## src/rtl/fpu_issue_sequencer.sv

```systemverilog
// Multi-cycle issue controller for the FP datapath: accepts an FP R-type op,
// stalls the core for the unit latency, then pulses a writeback or FPcond load.
module fpu_issue_sequencer #(
  parameter int unsigned LAT_ADD = 2,
  parameter int unsigned LAT_MUL = 3,
  parameter int unsigned LAT_DIV = 8,
  parameter int unsigned LAT_CMP = 1
) (
  input  logic        clk,
  input  logic        rst_n,
  input  logic        req_valid,
  input  logic [5:0]  req_funct,
  input  logic [4:0]  req_fd,
  input  logic        flush,
  output logic        req_ready,
  output logic        stall,
  output logic        opnd_latch,
  output logic [2:0]  op_sel,
  output logic        wb_en,
  output logic [4:0]  wb_fd,
  output logic        cond_we,
  output logic        illegal,
  output logic [15:0] stall_cnt
);

  localparam int unsigned CNT_W = 4;
  localparam int unsigned SCNT_W = 16;
  localparam logic [2:0] OP_CMP = 3'd4;

  if (LAT_ADD < 1 || LAT_ADD > 15 || LAT_MUL < 1 || LAT_MUL > 15 ||
      LAT_DIV < 1 || LAT_DIV > 15 || LAT_CMP < 1 || LAT_CMP > 15) begin : g_lat_check
    $error("fpu_issue_sequencer: every LAT_* parameter must be in 1..15");
  end

  typedef enum logic [1:0] {IDLE, EXEC, WB} state_e;

  state_e              state_q, state_d;
  logic [CNT_W-1:0]    cnt_q, cnt_d;
  logic [2:0]          op_q, op_d;
  logic [4:0]          fd_q, fd_d;
  logic [SCNT_W-1:0]   scnt_q, scnt_d;

  logic                dec_ok;
  logic [2:0]          dec_op;
  logic [CNT_W-1:0]    dec_lat;

  // Funct decode: unit select and the counter preload (latency - 1)
  always_comb begin
    dec_ok  = 1'b1;
    dec_op  = 3'd0;
    dec_lat = '0;
    unique case (req_funct)
      6'h00:   begin dec_op = 3'd0;   dec_lat = CNT_W'(LAT_ADD - 1); end
      6'h01:   begin dec_op = 3'd1;   dec_lat = CNT_W'(LAT_ADD - 1); end
      6'h02:   begin dec_op = 3'd2;   dec_lat = CNT_W'(LAT_MUL - 1); end
      6'h03:   begin dec_op = 3'd3;   dec_lat = CNT_W'(LAT_DIV - 1); end
      6'h32:   begin dec_op = OP_CMP; dec_lat = CNT_W'(LAT_CMP - 1); end
      default: dec_ok = 1'b0;
    endcase
  end

  // Next state and outputs; flush wins in every state
  always_comb begin
    state_d    = state_q;
    cnt_d      = cnt_q;
    op_d       = op_q;
    fd_d       = fd_q;
    scnt_d     = scnt_q;
    req_ready  = 1'b0;
    stall      = 1'b0;
    opnd_latch = 1'b0;
    wb_en      = 1'b0;
    cond_we    = 1'b0;
    illegal    = 1'b0;

    unique case (state_q)
      IDLE: begin
        req_ready = 1'b1;
        if (req_valid && !flush) begin
          if (dec_ok) begin
            stall      = 1'b1;
            opnd_latch = 1'b1;
            op_d       = dec_op;
            fd_d       = req_fd;
            cnt_d      = dec_lat;
            state_d    = EXEC;
          end else begin
            illegal = 1'b1;
          end
        end
      end
      EXEC: begin
        stall = 1'b1;
        if (flush) begin
          cnt_d   = '0;
          state_d = IDLE;
        end else if (cnt_q == '0) begin
          state_d = WB;
        end else begin
          cnt_d = cnt_q - CNT_W'(1);
        end
      end
      WB: begin
        if (!flush) begin
          wb_en   = (op_q != OP_CMP);
          cond_we = (op_q == OP_CMP);
        end
        state_d = IDLE;
      end
      default: state_d = IDLE;
    endcase

    if (!rst_n) begin
      req_ready  = 1'b0;
      stall      = 1'b0;
      opnd_latch = 1'b0;
      wb_en      = 1'b0;
      cond_we    = 1'b0;
      illegal    = 1'b0;
    end

    if (stall && (scnt_q != {SCNT_W{1'b1}})) begin
      scnt_d = scnt_q + SCNT_W'(1);
    end
  end

  always_ff @(posedge clk) begin
    if (!rst_n) begin
      state_q <= IDLE;
      cnt_q   <= '0;
      op_q    <= '0;
      fd_q    <= '0;
      scnt_q  <= '0;
    end else begin
      state_q <= state_d;
      cnt_q   <= cnt_d;
      op_q    <= op_d;
      fd_q    <= fd_d;
      scnt_q  <= scnt_d;
    end
  end

  assign op_sel    = op_q;
  assign wb_fd     = fd_q;
  assign stall_cnt = scnt_q;

endmodule

```

## config.mk

```make
export PLATFORM = sky130hd
export DESIGN_NAME = fpu_issue_sequencer
export DESIGN_NICKNAME = d
export VERILOG_FILES = /design/src/rtl/fpu_issue_sequencer.sv
export SDC_FILE = /design/constraint.sdc
export NUM_CORES = 1
export LEC_CHECK = 0
export BUFFER_PORTS_ARGS = -buffer_cell sky130_fd_sc_hd__buf_2
export CORE_ASPECT_RATIO = 1.1
export CORE_MARGIN = 2
export CORE_UTILIZATION = 48
export CTS_BUF_LIST = sky130_fd_sc_hd__clkbuf_2 sky130_fd_sc_hd__clkbuf_4 sky130_fd_sc_hd__clkbuf_8
export DETAILED_ROUTE_END_ITERATION = 16
export GPL_ROUTABILITY_DRIVEN = 0
export PLACE_DENSITY = 0.85
export SLEW_MARGIN = 10
export SYNTH_ARGS = -nofsm -noshare
export SYNTH_HDL_FRONTEND = slang
export SYNTH_SLANG_ARGS = --single-unit
```

## constraint.sdc

```tcl
create_clock -name clk -period 2.8 [get_ports clk]
set_input_delay 0.56 -clock clk [delete_from_list [all_inputs] [get_ports clk]]
set_output_delay 0.56 -clock clk [all_outputs]
set_load 0.02 [all_outputs]
```

==> results.json <==
{
  "status": "finished clean",
  "cp-endpoint": "stall",
  "drt_iter0_markers": 114,
  "synth-seq-area-share_pct": 40.0,
  "synth-edff-count": 0,
  "port_buffers": 44,
  "min_period_over_period_pct": 82.0,
  "io_pins": 45,
  "setup_viol": 0,
  "synth-xor-area-share_pct": 1.17,
  "wirelength_um": 3550,
  "crit_start": "req_funct[4]",
  "critPathMaxFanout": 5,
  "crit_type": "input port to output pin",
  "cap_violations": 0,
  "grt_max_degree": 25,
  "crit_required_ps": 2240,
  "dp.cells": 264,
  "start_util_pct": 49.6,
  "worst_slew_pin_slew_ps": 688,
  "dpl_cell_area_um2": 1740,
  "drc": 0,
  "layoutNonFillerInstCount": 272,
  "dieArea_um2": 3590,
  "multi_input_area_um2": 842,
  "synth_fa_ha_area_share_pct": 2.50,
  "drv_slew": 0,
  "synthesis.area_um2": 1500,
  "yosys_warnings": 0,
  "seq_area_um2": 601,
  "setup_tns_ps": 0,
  "h-tree-depth": 2,
  "core_um2": 3020,
  "rows": 21,
  "hold_viol_final": 0,
  "cts_tree": "yes",
  "grt_pass1_wl_um": 6210,
  "p_per_area_nw_per_um2": 416,
  "post_cts_resized": 0,
  "design_area_um2": 1800,
  "rsz0062_at_grt": "false",
  "insertion_delay_ps": 320,
  "r2r-start": "state_q[1]",
  "fillCellCount": 284,
  "clockRootBuffer": "clkbuf_4",
  "max_freq_ghz": 0.435,
  "numCtsBuffers": 5,
  "viasPerCell": 5.77,
  "drive_above_1_share_pct": 23.1,
  "grtUsageTotal_pct": 21.7,
  "syn_inst": 191,
  "r2r.worst_path.cells": 5,
  "power.leakage_nw": 0.733,
  "synth-seq-cells": 30,
  "via_count": 1570,
  "clock-skew-final_ps": 8.53,
  "synth-async-reset-ratio_pct": 0,
  "synth_compound_area_share_pct": 21.3,
  "drtAntennaViolNets": 0,
  "finalCriticalPeriod_ps": 2300,
  "synthToLayoutAreaGrowth_pct": 20.2,
  "peakVddDrop_mv": 0.309,
  "total_power_mw": 0.750,
  "startpoint_type": "input port",
  "diodes": 0,
  "synthMuxAreaShare_pct": 1.33,
  "die_w_um": 57.3,
  "synth_cell_types": 36,
  "hold_buffers": 0,
  "grt_overflow": 0,
  "firstDrtPassIters": 6,
  "clock_sinks": 30,
  "wl_per_cell_um": 13.0,
  "die_h_um": 62.6,
  "grt_pass1_vias": 1469,
  "dp_hpwl_um": 2600,
  "worstHoldPathType": "flip-flop to flip-flop",
  "synth_flop_cell": "dfxtp_1",
  "cp-end-kind": "output pin",
  "crit_arrival_ps": 1740,
  "r2r-end": "stall_cnt[5]",
  "cts_setup_buffers": 0,
  "synth.avg_cell_area_um2": 7.85,
  "ff2ff_setup_slack_ps": 750,
  "slew_headroom_pct": 54.0,
  "yosys.area_share.simple_pct": 29.9,
  "clkTransAtPathRegs_ps": 100,
  "synth_nets": 209,
  "cts.path.max_buffers": 2,
  "antenna_found_initial": 0,
  "synth_top_family_by_area": "simple AND/OR/NAND/NOR gates",
  "layout.nets": 255
}
## per-stage QoR
step                utilization, %  setup slack [ps]  hold WS [ps]
detailed placement            57.6               424           446
CTS                           59.7               523           451
finish                        59.7               503           456
global placement              57.6               510           440
floorplan                        -               795           461
global route                  59.7               365           455
## metal layers
layer  part of all wire, %  vias to the layer above  GRT usage, %
met4                   1.5                        0          9.30
met5                     0                        -             0
li1                      -                      802             -
met1                    44                      704          27.2
met2                    48                       57          35.9
met3                   6.3                        7          4.14
## cell type report
class | count | share of cell area (%)
multi-input cells | 148 | 46.7
flip-flops and latches | 30 | 33.3
repair buffers | 45 | 12.6
clock buffers | 6 | 2.85
well taps | 34 | 2.36
inverters | 7 | 1.46
clock inverters | 2 | 0.694
## worst max-delay path: stages
cell and delay [ps]:
buf_2 110, and4b_1 250, o211a_1 250, o21ai_1 330, inv_1 70, buf_2 160
## worst min-delay path by stage
stage / slack (ps) / cells past startpoint / start / end
detailed placement: 450 / 2 / wb_fd[1] / wb_fd[1]
finish: 460 / 2 / wb_fd[2] / wb_fd[2]
floorplan: 460 / 2 / cnt_q[3] / cnt_q[3]
CTS: 450 / 3 / req_fd[2] / wb_fd[2]
global route: 460 / 3 / req_fd[1] / wb_fd[1]
global placement: 440 / 2 / wb_fd[2] / wb_fd[2]
## synth_stat cells (all sizes together), types with 5 or more instances
| master | number | area (um^2) |
|---|---|---|
| nand3 | 14 | 70.1 |
| dfxtp | 30 | 601 |
| o21ai | 16 | 80.1 |
| nor2 | 13 | 48.8 |
| nand2 | 25 | 93.8 |
| a21oi | 23 | 115 |
| or3 | 7 | 43.8 |
| nand4 | 6 | 37.5 |
| inv | 7 | 26.3 |
| o211ai | 5 | 42.5 |
## flip-flops by register name (all words and copies together), names as in the netlist
register,cells
wb_fd,5
cnt_q,4
op_sel,3
stall_cnt,16
state_q,2
## power by group
part / switching (mW) / internal, mW / total (mW)
clock: 0.148 / 0.121 / 0.268
sequential: 0.00202 / 0.429 / 0.431
combinational: 0.0322 / 0.0185 / 0.0507
## kinds of logic (layout without fill, tap and decap cells)
logic type / Yosys count / in the layout
flops: 30 / 30
buf+inv: 13 / 60
xor+xnor: 2 / 2
simple gates: 87 / 87
compound gates: 54 / 54
mux: 2 / 2
fa+ha+maj: 3 / 3
## placed cells by master, fill, tap and decap left out
cell and count:
nor2_1 13, nor4_1 4, nand3b_1 2, nand3_1 14, inv_1 7, and4_1 2
nand4_1 6, buf_4 1, nor3b_1 1, clkinv_2 1, mux2i_1 2, o211ai_2 1
nor2b_1 1, a311oi_1 1, nor3_1 3, or3_1 7, o31ai_1 4, clkinvlp_4 1
xnor2_1 1, a211o_1 1, o21ai_1 3, o211a_1 1, buf_2 44, nor3b_2 1
and4b_1 1, o211ai_1 4, xor2_1 1, or4_1 1, nand2_1 25, ha_1 3
a21oi_1 23, a211oi_1 2, clkbuf_8 1, o21ai_0 13, and3_1 2, nand2b_1 4
dfxtp_1 30, a2111oi_0 1, clkbuf_4 5
No activity file was read; power rests on OpenSTA's default activity.
